### src/rtl/gb_pkg.sv
// Shared types and elaboration helpers for ghostbus branch bridges.
package gb_pkg;

    // Struct fields are sized for the widest supported child address and data.
    localparam int GB_MAX_AW = 32;
    localparam int GB_MAX_DW = 64;

    typedef struct packed {
        logic                 hit;
        logic                 wstb;
        logic [GB_MAX_AW-1:0] addr;
        logic [GB_MAX_DW-1:0] wdata;
    } gb_req_t;

    function automatic bit gb_window_aligned(input logic [63:0] base, input int child_aw);
        return (base & ((64'd1 << child_aw) - 64'd1)) == 64'd0;
    endfunction

    function automatic int gb_rd_latency(input int pipe, input int child_rl);
        return pipe + child_rl + 1;
    endfunction

endpackage

### src/rtl/gb_delay_line.sv
// Fixed-depth shift register with synchronous reset of every stage.
module gb_delay_line #(
    parameter int W     = 1,
    parameter int DEPTH = 1
) (
    input  logic         clk,
    input  logic         rst,
    input  logic [W-1:0] d,
    output logic [W-1:0] q
);

    logic [W-1:0] stage_q [DEPTH];
    logic [W-1:0] stage_d [DEPTH];

    always_comb begin
        stage_d[0] = d;
        for (int i = 1; i < DEPTH; i++) begin
            stage_d[i] = stage_q[i-1];
        end
    end

    always_ff @(posedge clk) begin
        if (rst) begin
            for (int i = 0; i < DEPTH; i++) begin
                stage_q[i] <= '0;
            end
        end else begin
            for (int i = 0; i < DEPTH; i++) begin
                stage_q[i] <= stage_d[i];
            end
        end
    end

    assign q = stage_q[DEPTH-1];

endmodule

### src/rtl/gb_branch_bridge.sv
// Hangs a child ghostbus branch off a parent bus at an aligned window,
// returning child read data at the fixed latency RD_LATENCY.
module gb_branch_bridge
    import gb_pkg::*;
#(
    parameter int            AW       = 24,
    parameter int            DW       = 32,
    parameter int            CHILD_AW = 8,
    parameter logic [AW-1:0] BASE     = '0,
    parameter int            PIPE     = 1,
    parameter int            CHILD_RL = 1
) (
    input  logic                clk,
    input  logic                rst,
    input  logic [AW-1:0]       p_addr,
    input  logic [DW-1:0]       p_wdata,
    input  logic                p_wstb,
    output logic [DW-1:0]       p_rdata,
    output logic [CHILD_AW-1:0] c_addr,
    output logic [DW-1:0]       c_wdata,
    output logic                c_wstb,
    input  logic [DW-1:0]       c_rdata,
    output logic                hit
);

    localparam int RD_LATENCY = gb_rd_latency(PIPE, CHILD_RL);
    localparam int TAG_DEPTH  = RD_LATENCY - PIPE - 1;
    localparam int REQ_W      = $bits(gb_req_t);

    if (CHILD_AW < 1 || CHILD_AW >= AW || CHILD_AW > GB_MAX_AW) begin : g_bad_child_aw
        $error("gb_branch_bridge: CHILD_AW out of range");
    end
    if (DW < 1 || DW > GB_MAX_DW) begin : g_bad_dw
        $error("gb_branch_bridge: DW out of range");
    end
    if (PIPE < 1 || PIPE > 4 || CHILD_RL < 1 || CHILD_RL > 4) begin : g_bad_latency
        $error("gb_branch_bridge: PIPE and CHILD_RL must be 1..4");
    end
    if (!gb_window_aligned(64'(BASE), CHILD_AW)) begin : g_bad_base
        $error("gb_branch_bridge: BASE is not aligned to the child window");
    end

    logic                hit_p0;
    logic [CHILD_AW-1:0] hold_addr_q, hold_addr_d;
    logic [DW-1:0]       hold_wdata_q, hold_wdata_d;
    logic [DW-1:0]       p_rdata_q, p_rdata_d;
    gb_req_t             req_p0;
    gb_req_t             req_out;
    logic                tag_in;
    logic                tag_out;

    // Stage 0: decode; misses carry the last hit's addr/wdata so c_* never toggle on them.
    always_comb begin
        hit_p0       = (p_addr[AW-1:CHILD_AW] == BASE[AW-1:CHILD_AW]);
        hold_addr_d  = hold_addr_q;
        hold_wdata_d = hold_wdata_q;
        if (hit_p0) begin
            hold_addr_d  = p_addr[CHILD_AW-1:0];
            hold_wdata_d = p_wdata;
        end
        req_p0       = '0;
        req_p0.hit   = hit_p0;
        req_p0.wstb  = p_wstb & hit_p0;
        req_p0.addr  = GB_MAX_AW'(hold_addr_d);
        req_p0.wdata = GB_MAX_DW'(hold_wdata_d);
    end

    always_ff @(posedge clk) begin
        if (rst) begin
            hold_addr_q  <= '0;
            hold_wdata_q <= '0;
        end else begin
            hold_addr_q  <= hold_addr_d;
            hold_wdata_q <= hold_wdata_d;
        end
    end

    gb_delay_line #(
        .W     (REQ_W),
        .DEPTH (PIPE)
    ) u_req_pipe (
        .clk (clk),
        .rst (rst),
        .d   (req_p0),
        .q   (req_out)
    );

    // Last request stage: drive the child and launch the read tag.
    assign c_addr  = req_out.addr[CHILD_AW-1:0];
    assign c_wdata = req_out.wdata[DW-1:0];
    assign c_wstb  = req_out.wstb & req_out.hit;
    assign hit     = req_out.hit;
    assign tag_in  = req_out.hit & ~req_out.wstb;

    gb_delay_line #(
        .W     (1),
        .DEPTH (TAG_DEPTH)
    ) u_tag_chain (
        .clk (clk),
        .rst (rst),
        .d   (tag_in),
        .q   (tag_out)
    );

    // Return stage: zero the parent data unless this slot is a hit read.
    always_comb begin
        p_rdata_d = '0;
        if (tag_out) begin
            p_rdata_d = c_rdata;
        end
    end

    always_ff @(posedge clk) begin
        if (rst) begin
            p_rdata_q <= '0;
        end else begin
            p_rdata_q <= p_rdata_d;
        end
    end

    assign p_rdata = p_rdata_q;

endmodule

### config.mk
export PLATFORM = sky130hd
export DESIGN_NAME = gb_branch_bridge
export DESIGN_NICKNAME = d
export VERILOG_FILES = /design/src/rtl/gb_pkg.sv /design/src/rtl/gb_delay_line.sv /design/src/rtl/gb_branch_bridge.sv
export SDC_FILE = /design/constraint.sdc
export NUM_CORES = 1
export LEC_CHECK = 0
export ABC_AREA = 1
export BUFFER_PORTS_ARGS = -buffer_cell sky130_fd_sc_hd__buf_4
export CORE_MARGIN = 2
export CORE_UTILIZATION = 45
export CTS_CLUSTER_DIAMETER = 50
export DETAILED_ROUTE_END_ITERATION = 10
export GPL_TIMING_DRIVEN = 0
export PLACE_DENSITY = 0.87
export SLEW_MARGIN = 0
export SYNTH_ARGS = -nofsm -noshare
export SYNTH_HDL_FRONTEND = slang
export SYNTH_SLANG_ARGS = --single-unit
### constraint.sdc
create_clock -name clk -period 1.1 [get_ports clk]
set_input_delay 0.055 -clock clk [delete_from_list [all_inputs] [get_ports clk]]
set_output_delay 0.055 -clock clk [all_outputs]
set_load 0.005 [all_outputs]
==> flow_summary.ini <==
[run_status]
status = completed

[timing]
fin_crit_sh = 0.925
setup_viol = 0
skew_ns = 0.0197
slew_viol_final = 0
worst_slew_pin_slew_ns = 0.436
slew_headroom = 0.709
rsz0062_at_grt = false
fmax_mhz = 983
hold_violations = 0
min_period_ns = 1.02

[flow_run]
max-cap-violations = 0

[power]
p_leak_nw = 2.76
p_seq_frac = 0.497
combPwrFrac = 0.092
p_per_area_nw_per_um2 = 1080
peakVddDrop_mv = 0.640
netSwitchingPower_mw = 1.30
swShare = 0.237
intPower_mw = 4.16
p_clk_frac = 0.411

[place]
hpwlAfterDp_mm = 6.28
place.gp.congestion = 0.765
io_buffers = 164
postPlaceCellArea_um2 = 4520

[logic_synthesis]
ys_ff_latch = 75
yosysUniqueCellTypes = 15
ys_warn_count = 0
syn_area_um2 = 3170
syn_area_per_cell_um2 = 7.45
seq_area_frac_synth = 0.474
synth_fp_nets = 516
syn_inst = 425

[final_layout]
fillCellCount = 491
final_common_cell = buf_4
areaGrowthSynthToFinish_pct = 60.0
regArea_um2 = 1500
fin_util = 0.746
fin_area_um2 = 5070
drive_gt1_frac = 0.377
final_cell_mix = 204 x buf_4, 82 x nor2_1, 75 x dfxtp_1
multi_input_area_um2 = 927
diodes = 0
nets = 725

[detailed_routing]
wl_per_cell_um = 13.6
antenna_left = 0
drcViolationCount = 0
vias = 3363
firstDrtPassIters = 4
via_per_inst = 4.58
routed_wl_mm = 10.0
drtIter0Drc = 103

[floorplan]
initial_core_util = 0.466
core_um2 = 6790
num_rows = 30
die_area_um2 = 7720
die_width_um = 87.9
ioPinCount = 165
dieHeight_um = 87.9

[clocking]
htreeDepth = 3
clkSinkCount = 75
cts_resized = 0
root_buffer = clkbuf_8
cts.clk_slew.worst_paths_ns = 0.09
clock_latency_ns = 0.35
clockBufferDepth = 2
cts_tree = yes
cts_buffers = 9

[grt]
grt_pass1_vias = 3383
grt_pass1_wl_mm = 15.5
antenna_found_initial = 0
grt_max_degree = 15
grt_remaining_overflow = 0
grt_usage = 0.260

[setup_path]
required_ns = 1.04
worstPathArrival_ns = 0.96
rr_worst_depth = 3
crit_path_start_kind = flop
crit_fanout = 2
endpoint_kind = output port
path_class = flop to output port

[hold_path]
hp-class = input port to flop
min_delay_path_depth = 5
[repair_timing]
| item | 4_1_cts | 5_1_grt |
|---|---|---|
| buffers inserted | 0 | 0 |
| hold endpoints to repair | 34 | 0 |
| hold buffers | 34 | 0 |
[worst max-delay path, cell delays in order (launching register included)]
cell,delay [ns]
dfxtp_1,0.34
buf_4,0.14
buf_4,0.14
[registers in the layout (all words and copies together) (netlist names)]
| name | flops |
|---|---|
| p_rdata | 32 |
| hold_wdata_q | 31 |
| hold_addr_q | 7 |
| u_req_pipe.stage_q | 4 |
| u_tag_chain.stage_q | 1 |
[routing by layer]
layer	vias up	wire [um]	GRT usage
met5	-	0	0
met4	0	440	0.169
met3	38	578	0.0471
met2	148	5410	0.466
met1	1524	3580	0.279
li1	1653	-	-
[through the flow]
step | setup TNS (ns) | setup WS (ns) | hold WS [ns] | power [mW] | cells
after floorplan | 0 | 0.206 | 0.127 | 2.89 | 425
after global routing | 0 | 0.0299 | 0.0459 | 5.63 | 735
final | 0 | 0.0830 | 0.0210 | 5.46 | 735
after detailed placement | -1.54 | -0.0741 | 0.239 | 3.16 | 685
after CTS | 0 | 0.109 | 0.0161 | 5.43 | 735
after global placement | -0.522 | -0.0224 | 0.237 | 3.15 | 685
[power by group through the flow]
| stage | registers (mW) | logic, mW | clock network (mW) |
|---|---|---|---|
| after floorplan | 2.78 | 0.118 | 0 |
| after global placement | 2.78 | 0.375 | 0 |
| after detailed placement | 2.78 | 0.386 | 0 |
| after CTS | 2.71 | 0.491 | 2.23 |
| after global routing | 2.71 | 0.550 | 2.37 |
| final | 2.71 | 0.505 | 2.24 |
[synthesized netlist by cell type]
library cell / number / share of area
clkinv_1: 1 / 0.0012
buf_1: 3 / 0.0036
nor2_1: 82 / 0.097
inv_1: 73 / 0.087
nor3b_1: 1 / 0.0024
buf_6: 8 / 0.028
buf_4: 40 / 0.095
nand2_1: 48 / 0.057
nor2_8: 1 / 0.0063
nand3_1: 40 / 0.063
buf_2: 11 / 0.017
clkbuf_1: 1 / 0.0012
nor2_4: 1 / 0.0036
dfxtp_1: 75 / 0.47
a21oi_1: 40 / 0.063
[path summary, 6_finish.rpt]
check                                 start                      to  slack, ns
setup / recovery           hold_wdata_q[21]             c_wdata[21]       0.08
hold / removal                  p_wdata[14]        hold_wdata_q[14]       0.02
setup reg to reg     u_tag_chain.stage_q[0]              p_rdata[2]       0.22
hold reg to reg   u_req_pipe.stage_q[0][40]  u_tag_chain.stage_q[0]       0.43
[cell type report]
class / count / area share
Clock inverter: 6 / 0.0138
Multi-Input combinational cell: 213 / 0.183
Inverter: 74 / 0.0548
Buffer: 63 / 0.0909
Clock buffer: 10 / 0.0272
Tap cell: 96 / 0.0237
Timing Repair Buffer: 198 / 0.310
Sequential cell: 75 / 0.296
[cells by family (layout without fill, tap and decap cells)]
logic type,count (synthesis),in the layout,synth area share
and+or+nand+nor,173,173,0.230
DFF,75,75,0.474
AOI/OAI and AO/OA,40,40,0.0632
buffers and inverters,137,351,0.233
(Power assumes the default switching activity.)
